## config.mk

```make
export PLATFORM = sky130hd
export DESIGN_NAME = ddr5_cmd_responder
export DESIGN_NICKNAME = d
export VERILOG_FILES = /design/src/rtl/ddr5_cmd_responder_pkg.sv /design/src/rtl/ddr5_cmd_responder_delay_line.sv /design/src/rtl/ddr5_cmd_responder.sv
export SDC_FILE = /design/constraint.sdc
export NUM_CORES = 2
export LEC_CHECK = 0
export CAP_MARGIN = 10
export CORE_UTILIZATION = 54
export CTS_CLUSTER_SIZE = 28
export DETAILED_ROUTE_END_ITERATION = 10
export GPL_TIMING_DRIVEN = 0
export PLACE_DENSITY = 0.7
export SLEW_MARGIN = 40
export SYNTH_ARGS = -nofsm -noshare
export SYNTH_HDL_FRONTEND = slang
export SYNTH_SLANG_ARGS = --single-unit
export TNS_END_PERCENT = 10
```

## constraint.sdc

```tcl
create_clock -name i_clock -period 7.55 [get_ports i_clock]
set_input_delay 1.1325 -clock i_clock [delete_from_list [all_inputs] [get_ports i_clock]]
set_output_delay 1.1325 -clock i_clock [all_outputs]
set_load 0.01 [all_outputs]
```

## src/rtl/ddr5_cmd_responder_pkg.sv

```systemverilog
// ddr5_cmd_responder_pkg: shared types and constants for the DDR5 command responder.
//   Holds the command encoding, address field widths, response error codes,
//   the per-bank state record, the decoder state enum and the latency/timing constants.
package ddr5_cmd_responder_pkg;

    typedef enum logic [2:0] {
        CMD_ACT0 = 3'd0,
        CMD_ACT1 = 3'd1,
        CMD_RD0  = 3'd2,
        CMD_RD1  = 3'd3,
        CMD_WR0  = 3'd4,
        CMD_WR1  = 3'd5,
        CMD_PRE  = 3'd6,
        CMD_REF  = 3'd7
    } ddr5_cmd_t;

    localparam int ROW_W      = 16;
    localparam int COL_W      = 10;
    localparam int BG_W       = 3;
    localparam int BANK_W     = 2;
    localparam int ADDR_W     = ROW_W + COL_W + BG_W + BANK_W;
    localparam int NUM_BG     = 8;
    localparam int NUM_BANK   = 4;
    localparam int NUM_BANKS  = NUM_BG * NUM_BANK;

    localparam int T_CL  = 40;
    localparam int T_CWL = 38;
    localparam int T_RCD = 39;
    localparam int T_RP  = 39;
    localparam int T_RAS = 76;

    typedef enum logic [2:0] {
        ERR_NONE     = 3'd0,
        ERR_SEQ      = 3'd1,
        ERR_CLOSED   = 3'd2,
        ERR_ROW_MISS = 3'd3,
        ERR_ACT_OPEN = 3'd4,
        ERR_REF_OPEN = 3'd5,
        ERR_TRCD     = 3'd6,
        ERR_TRP_TRAS = 3'd7
    } resp_err_t;

    typedef struct packed {
        logic             open;
        logic [ROW_W-1:0] row;
    } bank_state_t;

    typedef enum logic {
        EXP_FIRST  = 1'b0,
        EXP_SECOND = 1'b1
    } dec_state_t;

    function automatic logic [ADDR_W-1:0] pack_addr(
        input logic [ROW_W-1:0]  row,
        input logic [COL_W-1:0]  col,
        input logic [BG_W-1:0]   bg,
        input logic [BANK_W-1:0] bank
    );
        return {row, col, bg, bank};
    endfunction

endpackage

```

## src/rtl/ddr5_cmd_responder_delay_line.sv

```systemverilog
// ddr5_resp_delay_line: fixed-latency valid+payload shift pipe with synchronous clear.
//   i_clock   in  1     clock
//   i_reset_n in  1     synchronous active-low clear of every stage
//   i_valid   in  1     token present this cycle
//   i_data    in  W     token payload
//   o_valid   out 1     token emerges DEPTH cycles after the edge that sampled i_valid
//   o_data    out W     payload of the emerging token, zero when no token
module ddr5_resp_delay_line
    import ddr5_cmd_responder_pkg::*;
#(
    parameter int DEPTH = T_CL,
    parameter int W     = ADDR_W
) (
    input  logic         i_clock,
    input  logic         i_reset_n,
    input  logic         i_valid,
    input  logic [W-1:0] i_data,
    output logic         o_valid,
    output logic [W-1:0] o_data
);

    // DEPTH+1 stages: the capture edge itself is stage 0, so stage DEPTH is DEPTH edges later.
    logic [DEPTH:0] r_valid;
    logic [W-1:0]   r_data [DEPTH+1];

    always_ff @(posedge i_clock) begin
        if (!i_reset_n) begin
            r_valid <= '0;
            for (int i = 0; i <= DEPTH; i++) r_data[i] <= '0;
        end else begin
            r_valid   <= {r_valid[DEPTH-1:0], i_valid};
            r_data[0] <= i_valid ? i_data : '0;
            for (int i = 1; i <= DEPTH; i++) r_data[i] <= r_data[i-1];
        end
    end

    assign o_valid = r_valid[DEPTH];
    assign o_data  = r_data[DEPTH];

endmodule

```

## src/rtl/ddr5_cmd_responder.sv

```systemverilog
// ddr5_cmd_responder: DIMM-side DDR5 command decoder, bank tracker and CL/CWL return generator.
//   i_clock      in  1   clock
//   i_reset_n    in  1   synchronous active-low reset
//   i_cmd_valid  in  1   command half present
//   i_cmd        in  3   ddr5_cmd_t
//   i_cmd_bg     in  3   bank group
//   i_cmd_bank   in  2   bank
//   i_cmd_row    in  16  row, latched with the first half
//   i_cmd_col    in  10  column, latched with the first half
//   o_rd_valid   out 1   read return pulse, T_CL after RD1
//   o_rd_addr    out 31  {row,col,bg,bank} of the read
//   o_wr_ack     out 1   write ack pulse, T_CWL after WR1
//   o_wr_addr    out 31  {row,col,bg,bank} of the write
//   o_err_valid  out 1   registered error pulse
//   o_err_code   out 3   resp_err_t
//   o_bank_open  out 32  bit bg*4+bank set while that bank is active
// Build option: DDR5_RESP_TIMING_CHECK_EN adds tRCD/tRP/tRAS checking (report-only).
module ddr5_cmd_responder
    import ddr5_cmd_responder_pkg::*;
(
    input  logic        i_clock,
    input  logic        i_reset_n,
    input  logic        i_cmd_valid,
    input  logic [2:0]  i_cmd,
    input  logic [2:0]  i_cmd_bg,
    input  logic [1:0]  i_cmd_bank,
    input  logic [15:0] i_cmd_row,
    input  logic [9:0]  i_cmd_col,
    output logic        o_rd_valid,
    output logic [30:0] o_rd_addr,
    output logic        o_wr_ack,
    output logic [30:0] o_wr_addr,
    output logic        o_err_valid,
    output logic [2:0]  o_err_code,
    output logic [31:0] o_bank_open
);

    dec_state_t        r_state;
    ddr5_cmd_t         r_cmd;
    logic [BG_W-1:0]   r_bg;
    logic [BANK_W-1:0] r_bank;
    logic [ROW_W-1:0]  r_row;
    logic [COL_W-1:0]  r_col;
    bank_state_t       r_banks [NUM_BANKS];
    logic              r_err_valid;
    resp_err_t         r_err_code;

    ddr5_cmd_t         w_cmd;
    logic              w_pair_ok;
    logic              w_first_half;
    logic              w_seq_err;
    logic              w_exec_pair;
    logic              w_exec_pre;
    logic              w_exec_ref;
    logic              w_is_act;
    logic              w_is_rd;
    logic              w_is_wr;
    logic              w_is_acc;
    logic              w_act_ok;
    logic              w_acc_ok;
    logic              w_pre_close;
    logic              w_rd_push;
    logic              w_wr_push;
    logic [4:0]        w_idx;
    bank_state_t       w_bank;
    logic [31:0]       w_open_vec;
    resp_err_t         w_t_err;
    resp_err_t         w_err;
    logic [ADDR_W-1:0] w_addr;

`ifdef DDR5_RESP_TIMING_CHECK_EN
    // Cycles elapsed since the last ACT1 / closing PRE per bank; saturate so idle banks never flag.
    logic [7:0] r_since_act [NUM_BANKS];
    logic [7:0] r_since_pre [NUM_BANKS];
`endif

    always_comb begin
        w_cmd        = ddr5_cmd_t'(i_cmd);
        // Second halves are encoded as first half + 1.
        w_pair_ok    = i_cmd_valid && w_cmd == ddr5_cmd_t'(r_cmd + 3'd1)
                       && i_cmd_bg == r_bg && i_cmd_bank == r_bank;
        w_first_half = r_state == EXP_FIRST && i_cmd_valid && (w_cmd inside {CMD_ACT0, CMD_RD0, CMD_WR0});
        w_seq_err    = (r_state == EXP_SECOND && !w_pair_ok)
                       || (r_state == EXP_FIRST && i_cmd_valid && (w_cmd inside {CMD_ACT1, CMD_RD1, CMD_WR1}));
        w_exec_pair  = r_state == EXP_SECOND && w_pair_ok;
        w_exec_pre   = r_state == EXP_FIRST && i_cmd_valid && w_cmd == CMD_PRE;
        w_exec_ref   = r_state == EXP_FIRST && i_cmd_valid && w_cmd == CMD_REF;
        w_idx        = w_exec_pair ? {r_bg, r_bank} : {i_cmd_bg, i_cmd_bank};
        w_bank       = r_banks[w_idx];
        for (int b = 0; b < NUM_BANKS; b++) w_open_vec[b] = r_banks[b].open;
        w_is_act     = w_exec_pair && r_cmd == CMD_ACT0;
        w_is_rd      = w_exec_pair && r_cmd == CMD_RD0;
        w_is_wr      = w_exec_pair && r_cmd == CMD_WR0;
        w_is_acc     = w_is_rd || w_is_wr;
        w_act_ok     = w_is_act && !w_bank.open;
        w_acc_ok     = w_is_acc && w_bank.open && w_bank.row == r_row;
        w_pre_close  = w_exec_pre && w_bank.open;
        w_rd_push    = w_acc_ok && w_is_rd;
        w_wr_push    = w_acc_ok && w_is_wr;
`ifdef DDR5_RESP_TIMING_CHECK_EN
        w_t_err      = (w_acc_ok && r_since_act[w_idx] < 8'(T_RCD)) ? ERR_TRCD
                     : ((w_act_ok && r_since_pre[w_idx] < 8'(T_RP))
                        || (w_pre_close && r_since_act[w_idx] < 8'(T_RAS))) ? ERR_TRP_TRAS
                     : ERR_NONE;
`else
        w_t_err      = ERR_NONE;
`endif
        w_err        = w_seq_err                           ? ERR_SEQ
                     : (w_is_act && w_bank.open)           ? ERR_ACT_OPEN
                     : (w_is_acc && !w_bank.open)          ? ERR_CLOSED
                     : (w_is_acc && w_bank.row != r_row)   ? ERR_ROW_MISS
                     : (w_exec_ref && |w_open_vec)         ? ERR_REF_OPEN
                     : w_t_err;
        w_addr       = pack_addr(r_row, r_col, r_bg, r_bank);
    end

    always_ff @(posedge i_clock) begin
        if (!i_reset_n) begin
            r_state     <= EXP_FIRST;
            r_cmd       <= CMD_ACT0;
            r_bg        <= '0;
            r_bank      <= '0;
            r_row       <= '0;
            r_col       <= '0;
            r_err_valid <= 1'b0;
            r_err_code  <= ERR_NONE;
            for (int b = 0; b < NUM_BANKS; b++) r_banks[b] <= '0;
        end else begin
            r_state     <= w_first_half ? EXP_SECOND : EXP_FIRST;
            r_err_valid <= w_err != ERR_NONE;
            r_err_code  <= w_err;
            // Row is latched on every first half so RD/WR can be checked against the open row.
            if (w_first_half) begin
                r_cmd  <= w_cmd;
                r_bg   <= i_cmd_bg;
                r_bank <= i_cmd_bank;
                r_row  <= i_cmd_row;
                r_col  <= i_cmd_col;
            end
            if (w_act_ok) r_banks[w_idx] <= '{open: 1'b1, row: r_row};
            if (w_pre_close) r_banks[w_idx].open <= 1'b0;
        end
    end

`ifdef DDR5_RESP_TIMING_CHECK_EN
    // Loading 1 at the command edge makes the counter equal the cycle distance at a later edge.
    always_ff @(posedge i_clock) begin
        if (!i_reset_n) begin
            for (int b = 0; b < NUM_BANKS; b++) begin
                r_since_act[b] <= 8'hFF;
                r_since_pre[b] <= 8'hFF;
            end
        end else begin
            for (int b = 0; b < NUM_BANKS; b++) begin
                r_since_act[b] <= (w_act_ok && w_idx == 5'(b)) ? 8'd1
                                : r_since_act[b] + {7'd0, ~&r_since_act[b]};
                r_since_pre[b] <= (w_pre_close && w_idx == 5'(b)) ? 8'd1
                                : r_since_pre[b] + {7'd0, ~&r_since_pre[b]};
            end
        end
    end
`endif

    ddr5_resp_delay_line #(.DEPTH(T_CL), .W(ADDR_W)) u_rd_line (
        .i_clock   (i_clock),
        .i_reset_n (i_reset_n),
        .i_valid   (w_rd_push),
        .i_data    (w_addr),
        .o_valid   (o_rd_valid),
        .o_data    (o_rd_addr)
    );

    ddr5_resp_delay_line #(.DEPTH(T_CWL), .W(ADDR_W)) u_wr_line (
        .i_clock   (i_clock),
        .i_reset_n (i_reset_n),
        .i_valid   (w_wr_push),
        .i_data    (w_addr),
        .o_valid   (o_wr_ack),
        .o_data    (o_wr_addr)
    );

    assign o_err_valid = r_err_valid;
    assign o_err_code  = r_err_code;
    assign o_bank_open = w_open_vec;

endmodule
```

==> impl_metrics.py <==
metrics = {
    "floorplan": {
        "floorplan.core_area_um2": 177000,
        "design.portCount": 137,
        "total_die_area_um2": 180000,
        "floorplan.die.width_um": 424,
        "row_count": 154,
        "die_height_um": 424,
        "floorplan.initialDensity_pct": 54.5,
    },
    "global_routing": {
        "grt_first_pass_wirelength_mm": 285,
        "number_of_antenna_violations_at_the_first_check_in_global_routing": 14,
        "grt_max_degree": 17,
        "grt_pass1_vias": 49546,
        "grt_overflow_total": 0,
        "grt_usage_pct": 21.1,
    },
    "pwr": {
        "static_leakage_nw": 45.3,
        "power_density_nw_per_um2": 296,
        "peakVddDrop_v": 0.000194,
        "fin_total_pwr_mw": 33.1,
    },
    "critical_path": {
        "critical_path.n_buffers_inverters": 6,
        "crit_path_start_kind": "primary input",
        "cp.arrival_ns": 6.47,
        "end_kind": "flip-flop",
        "crit_fanout": 10,
        "crit_chain": "clkdlybuf4s50_1 -> buf_4 -> buf_6 -> buf_2 -> mux4_2 -> a31o_2 -> nor4_4 -> and3_1 -> nand2_1 -> clkbuf_2 -> nor2_2 -> buf_2 -> and2_1",
        "cpMostUsedCell": "buf_2",
        "worstSetupPathType": "in -> reg",
        "critPathTopFamily": "buffers and inverters",
        "critical_path.max_stage_delay_ns": 0.65,
        "worst_path_max_delay_cell": "nor2_2",
        "worst-endpoint-required_ns": 8.29,
    },
    "route": {
        "wl_per_cell_um": 17.8,
        "drtAntennaViolNets": 0,
        "detail_route.vias_per_cell": 4.78,
        "remaining_drc_errors": 0,
        "via_count": 50766,
        "iteration_0_drc_count_of_the_detailed_router": 3507,
        "routed_wl_mm": 189,
        "drt_pass1_iterations": 6,
    },
    "logic_synthesis": {
        "synthDistinctLibCells": 48,
        "postSynthNetCount": 7596,
        "synth_top_cell_by_area": "dfxtp_1",
        "synth_seq_area_share_pct": 71.0,
        "synth_edf_count": 544,
        "ys.warnings.count": 0,
        "ys_ff_latch": 3143,
        "synth_area_leaders": "dfxtp_1 54%, and2_1 20%, edfxtp_1 17%",
        "async_flop_share_pct": 0,
        "post_synth.cell_area_avg_um2": 12.7,
        "post_syn_area_um2": 96300,
        "synthXorXnorAreaFrac_pct": 0.0819,
        "synthDominantCellAreaShare_pct": 54.0,
        "synth_cells": 7556,
        "yosys.area_share.adder_pct": 0.0390,
        "synth_top_family_by_area": "simple AND/OR/NAND/NOR gates",
        "synth.mux.area_fraction_pct": 2.86,
        "synth_simple_gate_area_share_pct": 21.4,
        "synthFlopType": "dfxtp_1",
        "synth_compound_gate_area_share_pct": 1.68,
    },
    "placement": {
        "placed_cells": 10067,
        "post-dp-hpwl_mm": 132,
        "io_buffer_count": 133,
        "place_worst_setup_slack_ns": 0.850,
        "global_placer_s_final_weighted_congestion": 1.00,
        "dpl-instance-area_um2": 102000,
    },
    "finish": {
        "post_layout_nonfiller_instances": 10615,
        "design.final.nets": 8084,
        "post_route_cells_drive_above_1_share_pct": 9.18,
        "area_growth_pct": 16.1,
        "multiInputGateArea_um2": 25400,
        "fin_area_um2": 112000,
        "fin_util_pct": 63.2,
        "layout.filler_cells": 13315,
        "seq_area_um2": 68400,
    },
    "clock_tree": {
        "cts_resized": 0,
        "clk_path_buf_depth": 4,
        "cts_sinks": 3143,
        "cts_made_buffers": 314,
        "cts_tree": "yes",
        "post-cts-setup-buffers": 0,
        "clock_insertion_delay_worst_skew_ns": 0.91,
        "postCtsHoldBufs": 0,
        "clk_pin_slew_ns": 0.06,
        "h-tree-depth": 5,
        "clk_root_buffer_cell": "clkbuf_16",
    },
    "run_status": {
        "run_status": "completed",
    },
    "timing": {
        "report.final.slew_viol_count": 0,
        "timing_worst_slew_pin_value_ns": 0.963,
        "achievable-frequency_ghz": 0.174,
        "period_share_pct": 75.9,
        "max-slew-margin-rel_pct": 35.8,
        "setup-violations-final": 0,
        "rsz_0062_raised_after_global_routing": "no",
        "fin_crit_ns": 5.73,
        "clock_skew_ns": 0.0525,
        "finalHoldViolations": 0,
        "postLayoutSetupSlackWorst_ns": 1.82,
    },
    "worst_hold_path": {
        "min_path_type": "reg -> reg",
    },
    "job": {
        "cap_viol_max_count": 0,
    },
}
layout by cell type, fill, tap and decap left out, drive strengths merged, types with 8 or more instances in the layout:
cell type,Yosys,layout
xnor2,8,8
clkbuf,385,836
bufinv,0,18
nand2,80,80
nor4,13,13
dfxtp,2599,2599
edfxtp,544,544
a21oi,35,35
buf,184,223
diode,0,9
mux4,8,8
or3,16,16
mux2i,256,256
and2,3070,3070
o21ai,81,81
inv,6,12
a22oi,128,128
nor2,41,41
clkdlybuf4s50,0,133
nand4,43,43
clkinv,0,56
cells in the mapped netlist (all sizes together) (4+ instances only):
cell,instances
nor4b,4
and2,3070
nor2,41
edfxtp,544
buf,184
nor2b,7
and4b,5
nand4,43
inv,6
xnor2,8
o21ai,81
mux2i,256
a21oi,35
nor3,7
nand2,80
nor4,13
dfxtp,2599
nand3,5
mux4,8
a22oi,128
nor4bb,5
or3,16
a31o,4
clkbuf,385
power breakdown:
part | switching [mW] | internal (mW) | leakage (nW)
sequential | 0.0442 | 17.1 | 26.5
clock | 5.96 | 9.06 | 5.00
combinational | 0.607 | 0.252 | 13.8
stage by stage:
step           hold slack (ns)  setup TNS [ns]
3_5_place_dp             0.417               0
4_1_cts                  0.387               0
2_1_floorplan            0.412               0
3_3_place_gp             0.414         -128.14
5_1_grt                  0.401               0
6_report                 0.396               0
flip-flops by register name, indices dropped and copies added (netlist names), 2 cells and up:
name and flops:
o_err_code 3, r_bank 2, r_banks 544, r_bg 3, r_cmd 3, r_col 10
r_row 16, u_rd_line.r_data 1271, u_rd_line.r_valid 41, u_wr_line.r_data 1209, u_wr_line.r_valid 39
worst paths after layout:
kind,start,endpoint,slack (ns),depth (start not counted)
hold reg to reg,u_wr_line.r_data[1][68],u_wr_line.r_data[1][99],0.40,1
setup / recovery,i_cmd_bank[1],r_banks[17][14],1.82,13
setup reg to reg,r_banks[30][16],r_banks[17][14],2.61,10
hold / removal,u_wr_line.r_data[1][68],u_wr_line.r_data[1][99],0.40,1
cell type report:
| class | count | area share, % |
|---|---|---|
| well taps | 2340 | 2.62 |
| repair buffers | 172 | 1.75 |
| inverters | 6 | 0.0202 |
| flip-flops and latches | 3143 | 61.2 |
| plain buffers | 569 | 2.56 |
| multi-input cells | 3838 | 22.8 |
| clock buffers | 451 | 8.23 |
| clock inverters | 87 | 0.854 |
| diodes | 9 | 0.0202 |
kinds of logic (layout without fill, tap and decap cells):
| logic type | after synthesis | after routing |
|---|---|---|
| compound gates | 254 | 254 |
| xor+xnor | 9 | 9 |
| fa+ha+maj | 3 | 3 |
| buf+inv | 575 | 1285 |
| flops | 3143 | 3143 |
| mux | 265 | 265 |
| other cells | 0 | 9 |
| simple gates | 3307 | 3307 |
metal layers:
layer | wire [um] | vias up | global-route usage, %
met4 | 8800 | 0 | 9.57
met2 | 91800 | 1719 | 36.2
li1 | - | 24903 | -
met3 | 15100 | 508 | 4.75
met5 | 0 | - | 0
met1 | 73300 | 23636 | 25.2
Note: power is estimated with default switching activity, not from simulation.
